==> src/rtl/spi_master_ctrl.sv <==
`timescale 1ns/1ps
// spi_master_ctrl
// Mode-0 SPI master (CPOL=0, CPHA=0, MSB first, active-low ss).
// One DATA_W-bit word is shifted out on mosi while the same number of
// bits is captured from miso. The received word is returned together
// with a single-cycle done pulse.
//
// Phase sequence for one transfer:
//   IDLE -> LEAD -> HIGH -> LOW -> HIGH -> ... -> HIGH -> TRAIL -> IDLE
// Every non-IDLE phase lasts CLK_DIV clk cycles. A down-counter is reloaded
// with CLK_DIV-1 on entry to each phase, and the phase ends when it reads zero.
//
// Every output comes straight from a flop. The combinational process only
// computes next-state values, so no input reaches an output in the same cycle.
module spi_master_ctrl #(
    parameter int DATA_W  = 8,
    parameter int CLK_DIV = 2
) (
    input  logic              clk,
    input  logic              rst_n,
    input  logic              start,
    input  logic [DATA_W-1:0] tx_data,
    input  logic              keep_ss,
    output logic              busy,
    output logic              done,
    output logic [DATA_W-1:0] rx_data,
    output logic              sck,
    output logic              ss,
    output logic              mosi,
    input  logic              miso
);

    // Bit counter only needs to reach DATA_W-1.
    localparam int               CNT_W      = (DATA_W > 1) ? $clog2(DATA_W) : 1;
    localparam logic [7:0]       DIV_RELOAD = 8'(CLK_DIV - 1);
    localparam logic [CNT_W-1:0] LAST_BIT   = CNT_W'(DATA_W - 1);

    typedef enum logic [2:0] {
        IDLE,
        LEAD,
        HIGH,
        LOW,
        TRAIL
    } state_t;

    // Registered state
    state_t            r_state;
    logic [7:0]        r_div;
    logic [CNT_W-1:0]  r_bit;
    logic [DATA_W-1:0] r_tx_sr;
    logic [DATA_W-1:0] r_rx_sr;
    logic              r_keep;
    logic              r_sck;
    logic              r_ss;
    logic              r_mosi;
    logic              r_busy;
    logic              r_done;
    logic [DATA_W-1:0] r_rx_data;

    // Next-state values
    state_t            w_state_next;
    logic [7:0]        w_div_next;
    logic [CNT_W-1:0]  w_bit_next;
    logic [DATA_W-1:0] w_tx_sr_next;
    logic [DATA_W-1:0] w_rx_sr_next;
    logic              w_keep_next;
    logic              w_sck_next;
    logic              w_ss_next;
    logic              w_mosi_next;
    logic              w_busy_next;
    logic              w_done_next;
    logic [DATA_W-1:0] w_rx_data_next;

    // Helper wires
    logic              w_phase_end;
    logic [DATA_W-1:0] w_tx_shift;

    assign w_phase_end = (r_div == 8'd0);
    assign w_tx_shift  = r_tx_sr << 1;

    assign sck     = r_sck;
    assign ss      = r_ss;
    assign mosi    = r_mosi;
    assign busy    = r_busy;
    assign done    = r_done;
    assign rx_data = r_rx_data;

    // Next-state and next-output logic. Every value holds by default,
    // and done is a pulse that clears itself.
    always_comb begin
        w_state_next   = r_state;
        w_div_next     = r_div;
        w_bit_next     = r_bit;
        w_tx_sr_next   = r_tx_sr;
        w_rx_sr_next   = r_rx_sr;
        w_keep_next    = r_keep;
        w_sck_next     = r_sck;
        w_ss_next      = r_ss;
        w_mosi_next    = r_mosi;
        w_busy_next    = r_busy;
        w_done_next    = 1'b0;
        w_rx_data_next = r_rx_data;

        case (r_state)
            IDLE: begin
                // ss may already be low here if the previous transfer used
                // keep_ss. LEAD still runs in full, so mosi gets a whole
                // half-period of setup before the first rising sck.
                if (start) begin
                    w_tx_sr_next = tx_data;
                    w_keep_next  = keep_ss;
                    w_ss_next    = 1'b0;
                    w_mosi_next  = tx_data[DATA_W-1];
                    w_busy_next  = 1'b1;
                    w_bit_next   = '0;
                    w_div_next   = DIV_RELOAD;
                    w_state_next = LEAD;
                end
            end

            LEAD, LOW: begin
                if (w_phase_end) begin
                    // Rising sck. miso is sampled here with its pre-edge
                    // value, which is the bit the slave presented before
                    // it advances on this same edge.
                    w_sck_next   = 1'b1;
                    w_rx_sr_next = DATA_W'({r_rx_sr, miso});
                    w_div_next   = DIV_RELOAD;
                    w_state_next = HIGH;
                end else begin
                    w_div_next = r_div - 8'd1;
                end
            end

            HIGH: begin
                if (w_phase_end) begin
                    w_sck_next = 1'b0;
                    w_div_next = DIV_RELOAD;
                    if (r_bit == LAST_BIT) begin
                        // mosi keeps the last bit through the trailing phase.
                        w_state_next = TRAIL;
                    end else begin
                        // Falling sck: present the next MSB-first bit.
                        w_tx_sr_next = w_tx_shift;
                        w_mosi_next  = w_tx_shift[DATA_W-1];
                        w_bit_next   = r_bit + CNT_W'(1);
                        w_state_next = LOW;
                    end
                end else begin
                    w_div_next = r_div - 8'd1;
                end
            end

            TRAIL: begin
                if (w_phase_end) begin
                    w_done_next    = 1'b1;
                    w_rx_data_next = r_rx_sr;
                    w_busy_next    = 1'b0;
                    w_ss_next      = ~r_keep;
                    w_mosi_next    = 1'b0;
                    w_state_next   = IDLE;
                end else begin
                    w_div_next = r_div - 8'd1;
                end
            end

            default: begin
                w_state_next = IDLE;
            end
        endcase
    end

    // State and output registers. Reset aborts any transfer immediately
    // and does not produce a done pulse.
    always_ff @(posedge clk or negedge rst_n) begin
        if (!rst_n) begin
            r_state   <= IDLE;
            r_div     <= 8'd0;
            r_bit     <= '0;
            r_tx_sr   <= '0;
            r_rx_sr   <= '0;
            r_keep    <= 1'b0;
            r_sck     <= 1'b0;
            r_ss      <= 1'b1;
            r_mosi    <= 1'b0;
            r_busy    <= 1'b0;
            r_done    <= 1'b0;
            r_rx_data <= '0;
        end else begin
            r_state   <= w_state_next;
            r_div     <= w_div_next;
            r_bit     <= w_bit_next;
            r_tx_sr   <= w_tx_sr_next;
            r_rx_sr   <= w_rx_sr_next;
            r_keep    <= w_keep_next;
            r_sck     <= w_sck_next;
            r_ss      <= w_ss_next;
            r_mosi    <= w_mosi_next;
            r_busy    <= w_busy_next;
            r_done    <= w_done_next;
            r_rx_data <= w_rx_data_next;
        end
    end

endmodule

==> config.mk <==
export PLATFORM = sky130hd
export DESIGN_NAME = spi_master_ctrl
export DESIGN_NICKNAME = d
export VERILOG_FILES = /design/src/rtl/spi_master_ctrl.sv
export SDC_FILE = /design/constraint.sdc
export NUM_CORES = 1
export LEC_CHECK = 0
export ABC_CLOCK_PERIOD_IN_PS = 2400
export CAP_MARGIN = 20
export CORE_MARGIN = 3
export CORE_UTILIZATION = 55
export CTS_BUF_LIST = sky130_fd_sc_hd__clkbuf_16
export CTS_CLUSTER_SIZE = 25
export DETAILED_ROUTE_END_ITERATION = 16
export PLACE_DENSITY = 0.79
export REMOVE_ABC_BUFFERS = 1
export SLEW_MARGIN = 25
export SYNTH_ARGS = -nofsm -noshare
export SYNTH_HDL_FRONTEND = slang
export SYNTH_SLANG_ARGS = --single-unit
==> constraint.sdc <==
create_clock -name clk -period 2.4 [get_ports clk]
set_clock_uncertainty 0.15 [all_clocks]
set_input_delay 0.24 -clock clk [delete_from_list [all_inputs] [get_ports clk]]
set_output_delay 0.24 -clock clk [all_outputs]
set_load 0.03 [all_outputs]
==> flow_metrics.tcl <==
set metrics [dict create \
    status "finished, final reports clean" \
    setup_tns_ns 0 \
    synth-seq-cells 43 \
    fin_cells 263 \
    pwr-share-comb_pct 34.4 \
    arrival_ns 2.31 \
    relSlewSlack_pct 37.8 \
    p_int_uw 1820 \
    startpoint_type "flop" \
    cts.sinks 43 \
    yosysSeqAreaShare_pct 50.8 \
    fp.dieH_um 68.1 \
    clkLatencyLatePin_ns 0.28 \
    dp_cells 254 \
    ant_nets 0 \
    critPathCaptureType "flop" \
    dr.max_layer_used "met4" \
    power_switching_uw 982 \
    area_growth_pct 22.3 \
    power.total_uw 2800 \
    period_share_pct 95.5 \
    synth_mux_area_share_pct 19.2 \
    synth-adder-area-share_pct 2.36 \
    swShare_pct 35.1 \
    peakVddDrop_uv 681 \
    wl_um 4180 \
    synth_xor_xnor_area_share_pct 0.413 \
    cp.required_ns 2.42 \
    place_congestion 0.956 \
    design_area_um2 2600 \
    cpMaxStageDelayCell "or3b_2" \
    clockRootBuffer "clkbuf_16" \
    h-tree-depth 2 \
    p_leak_uw 0.00118 \
    cts_buffer_depth 2 \
    track_usage_pct 20.2 \
    pwr-share-seq_pct 41.5 \
    r2r_slack_ns 0.11 \
    grt_pass1_vias 1552 \
    route.detailed.drc 0 \
    critPathKind "flop to flop" \
    initial_core_util_pct 60.3 \
    clkPwrFrac_pct 24.1 \
    hpwl_um 3040 \
    cp_max_fo 9 \
    synth.distinct_cells 42 \
    grt_max_degree 44 \
    rows 21 \
    drt-wirelength-per-cell_um 15.9 \
    synth_area_um2 2120 \
    cts_setup_buffers 0 \
    finalCoreUtilization_pct 73.7 \
    syn_area_per_cell_um2 11.6 \
    core-area_um2 3520 \
    period_needed_ns 2.29 \
    synthSimpleGateAreaFrac_pct 12.7 \
    first_iter_violations 160 \
    grt_pass1_wl_um 6940 \
    setup_viol 0 \
    antenna_found_initial 0 \
    layout_commonest_cell "dfrtp_1" \
    cpPeakStageDelay_ns 0.50 \
    cts_buffers 5 \
    clkTransAtPathRegs_ns 0.06 \
    wl_met1_um 1740 \
    cellPowerDensity_nw_per_um2 1080 \
    firstDrtPassIters 4 \
    maxCapViolCount 0 \
    overflow 0 \
    pin_count 26 \
    vias 1572 \
    wl_met2_um 2190 \
    cts_tree "yes" \
    min_path_type "flop to flop" \
    viasPerCell 5.98 \
    path_buf_inv 1 \
    synth_top_family_by_area "multiplexers" \
    final_cell_mix "42 x dfrtp_1, 25 x mux2_2, 24 x clkdlybuf4s50_1, 12 x nand2_1, 12 x a21oi_1" \
    drive_gt1_share_pct 24.9 \
    io_buffers 25 \
    place_area_um2 2430 \
    yosysWarningCount 0 \
    synth-compound-area-share_pct 11.7 \
    synth_cells 183 \
    die_w_um 68.1 \
    worstPathCellList "inv_1 > ha_1 > or3b_2 > nor2_2 > nand3_2 > mux2_2" \
    worstMarginPinSlew_ns 0.933 \
    dieArea_um2 4640 \
    report.final.slew_viol_count 0 \
    route.met3.wl_um 177 \
    nNetsFinal 233 \
    hold_viol 0 \
    crit_family "simple AND/OR/NAND/NOR gates" \
    fmax_ghz 0.436 \
    n_antenna_cell 0 \
]
[stage by stage]
stage	setup slack, ns	hold WS (ns)
4_1_cts	0.118	0.313
5_1_grt	-0.0333	0.329
6_report	0.108	0.304
3_5_place_dp	0.128	0.280
2_1_floorplan	0.237	-0.206
3_3_place_gp	0.187	0.264
[cell families (layout without fill, tap and decap cells)]
family,count (synthesis),in the layout
xor+xnor,1,1
fa+ha+maj,4,4
flops,43,43
mux,34,34
simple gates,49,49
compound gates,38,38
buf+inv,14,48
[worst paths after layout]
| kind | from | end | cells after the start |
|---|---|---|---|
| worst min register to register | r_keep | ss | 1 |
| worst min-delay path | r_keep | ss | 1 |
| max in group asynchronous | rst_n | r_tx_sr[1] | 2 |
| min in group asynchronous | rst_n | r_div[2] | 2 |
| worst max-delay path | r_div[1] | r_rx_sr[5] | 6 |
| worst max register to register | r_div[1] | r_rx_sr[5] | 6 |
[synthesized netlist by cell type (all sizes together)]
library cell,instances,area [um^2]
dfrtp,42,1050
ha,4,50.1
buf,3,20.0
nor4,3,25.0
nand2,13,48.8
xor2,1,8.76
or4,4,30.0
nand4,1,6.26
nor3,5,25.0
inv,9,33.8
nand3,3,20.0
clkbuf,2,7.51
or3,4,30.0
a2bb2oi,2,17.5
o31ai,4,30.0
o22ai,1,6.26
o211ai,3,22.5
nor2b,2,12.5
o21bai,1,7.51
a211oi,3,22.5
or3b,2,17.5
nor3b,1,7.51
dfstp,1,26.3
a21oi,12,60.1
mux2i,2,20.0
a31oi,1,6.26
o21ai,5,25.0
and2,1,6.26
a22o,2,17.5
mux2,32,387
a32o,1,10.0
a221oi,1,8.76
a21o,1,7.51
nor2,10,40.0
o21a,1,7.51
[power by group through the flow]
stage / sequential (uW) / clock, uW / combinational, uW
floorplan: 1190 / 0 / 617
global placement: 1140 / 0 / 907
detailed placement: 1170 / 0 / 958
CTS: 1160 / 683 / 966
global route: 1190 / 717 / 1070
finish: 1160 / 676 / 964
[area by class of cell]
class / count / area (um^2)
fill: 243 / 925
timing repair buffer: 31 / 293
sequential: 43 / 1080
multi-input combinational: 126 / 986
tap: 46 / 57.6
clock inverter: 3 / 23.8
inverter: 9 / 33.8
clock buffer: 5 / 125
[sequential cells by signal, summed over array words and instances, names as in the netlist]
| signal | count |
|---|---|
| r_div | 8 |
| r_rx_sr | 8 |
| rx_data | 8 |
| r_tx_sr | 7 |
| r_bit | 3 |
| r_state | 3 |
| busy | 1 |
| done | 1 |
| mosi | 1 |
| r_keep | 1 |
| sck | 1 |
| ss | 1 |
[layer usage]
layer / track usage (%) / up-vias
met5: 0 / -
met4: 7.44 / 0
met3: 5.91 / 9
met2: 34.3 / 42
met1: 24.2 / 781
li1: - / 740
[what timing repair did]
item,in CTS,in global routing
endpoints found under the hold margin,42,0
endpoints found under the setup margin,0,4
resized for setup,0,1
hold buffers,1,0
No activity file was read; power rests on OpenSTA's default activity.
==> RTL edit 1 (same settings) <==
Make the reset (`rst_n`) synchronous in one clocked block.
--- a/src/rtl/spi_master_ctrl.sv
+++ b/src/rtl/spi_master_ctrl.sv
@@ -172,7 +172,7 @@
 
     // State and output registers. Reset aborts any transfer immediately
     // and does not produce a done pulse.
-    always_ff @(posedge clk or negedge rst_n) begin
+    always_ff @(posedge clk) begin
         if (!rst_n) begin
             r_state   <= IDLE;
             r_div     <= 8'd0;
Formal check against the unedited RTL: differs if rst_n is asserted again (counterexample within 4 cycles, from zero or initial values and one cycle with rst_n low); with rst_n held inactive, the same outputs for 10 cycles.
==> RTL edit 1 against the unedited design <==
Design area fell by 4.2%. Via count rose by 5.5%. Largest power group unchanged. Critical path type unchanged. Area after synthesis fell by 6.8%. Non-clock buffer count rose by 8. Power fell by 26%. Routed wire length rose by 6.3%. Worst setup slack improved by 0.0091 ns. Utilization fell by 0.35 points. Synthesized cell count rose by 13%. Sequential cell count did not move.
==> RTL edit 1: results (changes against the unedited design) <==
- DP Cell Count: 279 (+9.8%)
- First-pass GRT wire length: 7.09 mm (+2.2%)
- All-Layer GR Usage: 21.4% (+1.2 points)
- Net count, final: 257 (+10%)
- Post-route cell area: 2490 sq um (-4.2%)
- Vias in the first global route: 1562 (+0.64%)
- Worst Reg2Reg Path Length in Cells: 4 (-2)
- Cell Count, Final, Fillers Out: 287 (+9.1%)
- Commonest cells post-synth: dfxtp_1 (43), nor2_1 (25), mux2i_1 (23)
- Slew HR: 61.6% (+24 points)
- Part of the cycle the worst path needs: 95.1% (-0.38 points)
- Placer Congestion: 0.796 (-17%)
- Cells taking the most area after synthesis: dfxtp_1 (44%), mux2i_1 (12%), nor2_1 (4.7%)
- Outcome: complete, no violations
- Share of post-route cells with drive strength above 1: 15.4% (-9.5 points)
- Clock tree cell share of total cell area: 5.83% (+0.10 points)
- Die X: 66.0 um (-3.1%)
- Share of final layout cell area taken by non-clock buffers: 14.3% (+3.0 points)
- Via/cell ratio: 5.78 (-3.3%)
- Worst hold path cell count: 2 (+1)
- XOR/XNOR share of the synthesized area: 0% (-0.41 points)
- Arr. time, crit path: 2.29 ns (-0.02 ns)
- Hold Worst Slack: 0.342 ns (+0.0375 ns)
- Share of flip-flops with an asynchronous set or reset after synthesis: 0% (-100 points)
- Maximum fanout encountered on the critical timing path: 7 (-2)
- Portion of the post-synthesis area used by sequential elements: 43.5% (-7.2 points)
- Seq. cell area: 861 sq um (-20%)
- Met2 WL: 2.19 mm (+0.14%)
- Proportion of synthesized area in mux cells: 12.4% (-6.8 points)
- Compound-cell area share of the yosys netlist: 21.1% (+9.3 points)
- Switching portion of total power: 31.5% (-3.5 points)
- Routed length on met1: 1.90 mm (+9.6%)
- R2R Path End: r_tx_sr[2]
- Largest net degree at the start of global routing: 33 (-25%)
- Inverters: 8 (-1)
- Worst hold path endpoint: sck
- Post-synthesis share of cell area spent on full adders, half adders and majority gates: 2.53% (+0.17 points)
- Synthesized instance count: 206 (+13%)
- Initial DRC count: 144 (-10%)
==> RTL edit 1: cell count changes in the layout (fill, tap and decap cells not counted), sizes merged, moves of 4 or more <==
cell / before / now
mux2i: 2 / 23
dfrtp: 42 / 0
nor2: 10 / 25
a21oi: 12 / 16
buf: 6 / 14
dfxtp: 0 / 43
or3: 4 / 8
nand2: 13 / 3
mux2: 32 / 1
==> RTL edit 1: layer usage <==
layer,global-route usage (%),up-vias
met5,0,-
met4,10.7,0
met3,5.61,7
met2,33.8,58
met1,26.8,772
li1,-,822
==> RTL edit 1: worst max-delay path by stage <==
stage	start	slack (ns)	to	depth (start not counted)
after floorplan	r_state[2]	0.13	ss	4
after global placement	r_bit[0]	0.16	mosi	6
after detailed placement	r_bit[0]	0.09	mosi	6
after CTS	r_bit[0]	0.07	mosi	6
after global routing	r_div[3]	0.04	r_tx_sr[2]	4
final	r_div[3]	0.12	r_tx_sr[2]	4
==> RTL edit 1: cell families (layout without fill, tap and decap cells) <==
family,after synthesis,after routing
buffers and inverters,20,55
flip-flops,43,43
multiplexers,24,24
AO/OA/AOI/OAI,55,55
AND/OR/NAND/NOR,60,60
adder cells (fa/ha/maj),4,4
==> RTL edit 1: repair_timing <==
action | CTS | global route
gates resized for setup | 0 | 2
endpoints found under the setup margin | 0 | 1
hold buffers | 0 | 0
==> RTL edit 1: power groups by stage <==
stage               Combinational (mW)  Clock, mW  Sequential [mW]
floorplan                        0.353          0            0.867
global placement                 0.538          0            0.845
detailed placement               0.561          0            0.850
CTS                              0.567      0.665            0.837
global route                     0.624      0.704            0.847
finish                           0.577      0.657            0.839
==> RTL edit 1: tightest hold or removal path: cells and delay by family (launching register included) <==
| family | cells | cell delay [ns] |
|---|---|---|
| DFF | 1 | 0.31 |
| AOI/OAI and AO/OA | 2 | 0.13 |
==> RTL edit 2 (config.mk and constraints unchanged) <==
Made on the original files. The parameter `DATA_W` goes from 8 to 4.
--- a/src/rtl/spi_master_ctrl.sv
+++ b/src/rtl/spi_master_ctrl.sv
@@ -13,7 +13,7 @@
 // Every output comes straight from a flop. The combinational process only
 // computes next-state values, so no input reaches an output in the same cycle.
 module spi_master_ctrl #(
-    parameter int DATA_W  = 8,
+    parameter int DATA_W  = 4,
     parameter int CLK_DIV = 2
 ) (
     input  logic              clk,
Interface: changed (resized rx_data and tx_data); port bits go from 26 to 18. The function was not compared with the original's and may differ.
==> RTL edit 2 against the unedited design <==
Routed wire length shrank 8.1%. Worst setup slack gained 0.084 ns. Design area shrank 19%. Sequential share of layout area shrank 5.8 points. Sequential cell count shrank 13. Non-clock buffer count shrank 5. Fmax grew 3.8%. Synthesized cell count shrank 12%. Worst hold slack lost 0.10 ns. Critical path depth is the same. Largest cell class is now multi-input combinational cells. Power shrank 13%. Highest routed layer unchanged. Area after synthesis shrank 19%.
==> RTL edit 2: results (changes against the unedited design) <==
- Internal power consumption: 1.52 mW (-17%)
- Placer Congestion: 0.853 (-11%)
- All-Layer GR Usage: 22.2% (+2.0 points)
- Post-synthesis share of cell area spent on full adders, half adders and majority gates: 2.18% (-0.18 points)
- Hold Worst Slack: 0.203 ns (-0.102 ns)
- Peak VDD IR: 0.000815 V (+20%)
- Register-to-register setup slack: 0.19 ns (+0.08 ns)
- Initial DRC count: 109 (-32%)
- Share of total power in sequential cells: 36.0% (-5.5 points)
- First-pass GRT wire length: 6.17 mm (-11%)
- Slew HR: 68.9% (+31 points)
- Largest net degree at the start of global routing: 31 (-30%)
- Launch point of the worst reg-to-reg path: r_div[0]
- Outcome: complete, no violations
- Share of post-route cells with drive strength above 1: 23.0% (-1.9 points)
- R2R Path End: r_rx_sr[1]
- Proportion of synthesized area in mux cells: 8.57% (-11 points)
- Portion of the post-synthesis area used by sequential elements: 43.6% (-7.1 points)
- Buffers on Ports: 17 (-32%)
- Combinational group share of total power: 39.8% (+5.4 points)
- Arr. time, crit path: 2.21 ns (-0.10 ns)
- Distinct cells, synth: 59 (+40%)
- Net count, final: 198 (-15%)
- Static power due to leakage: 0.891 nW (-24%)
- Cells taking the most area after synthesis: dfrtp_1 (42%), mux2_2 (3.9%), mux2_4 (3.5%)
- Hold/Removal Path Class: in2async
- Commonest cells post-synth: dfrtp_1 (29), nand2_1 (12), a21oi_1 (10)
- Maximum single-stage delay on the critical path: 0.53 ns (+0.03 ns)
- Maximum fanout encountered on the critical timing path: 7 (-2)
- Compound-cell area share of the yosys netlist: 23.7% (+12 points)
- Total vias in the final route: 1407 (-10%)
- XOR/XNOR share of the synthesized area: 1.53% (+1.1 points)
-- RTL edit 2: cell types whose count changed after synthesis, sizes merged, moves of 4 or more --
cell | before | now
dfrtp | 42 | 29
mux2 | 32 | 10
nor2 | 10 | 6
o21ai | 5 | 9
-- RTL edit 2: how the worst max path moves through the flow --
stage | slack, ns | end | startpoint | cells past startpoint
after floorplan | 0.27 | r_rx_sr[0] | r_div[0] | 6
after global placement | 0.29 | r_rx_sr[0] | r_div[0] | 6
after detailed placement | 0.23 | r_bit[1] | r_div[0] | 7
after CTS | 0.19 | r_rx_sr[1] | r_div[0] | 6
after global routing | 0.01 | rx_data[3] | r_div[0] | 5
final | 0.19 | r_rx_sr[1] | r_div[0] | 6
-- RTL edit 2: area by class of cell --
type | count | area, sq um
clock buffer | 5 | 125
clock inverter | 3 | 16.3
fill | 198 | 772
inverter | 9 | 33.8
multi-input combinational | 114 | 887
sequential | 30 | 752
tap | 42 | 52.6
timing repair buffer | 26 | 238
-- RTL edit 2: per-stage QoR --
| stage | instance area, sq um | total power, mW | setup slack [ns] | cells |
|---|---|---|---|---|
| 2_1_floorplan | 1670 | 1.55 | 0.268 | 153 |
| 3_3_place_gp | 1960 | 1.77 | 0.288 | 221 |
| 3_5_place_dp | 1960 | 1.83 | 0.230 | 221 |
| 4_1_cts | 2100 | 2.43 | 0.193 | 229 |
| 5_1_grt | 2100 | 2.56 | 0.0108 | 229 |
| 6_report | 2100 | 2.43 | 0.193 | 229 |
-- RTL edit 2: per-layer routing --
metal  up-vias  global-route usage, %  share of wire (%)
met1       685                   26.2                 41
met3        12                   6.61                5.3
met5         -                      0                  0
li1        655                      -                  -
met4         0                   10.0                2.3
met2        55                   37.1                 51
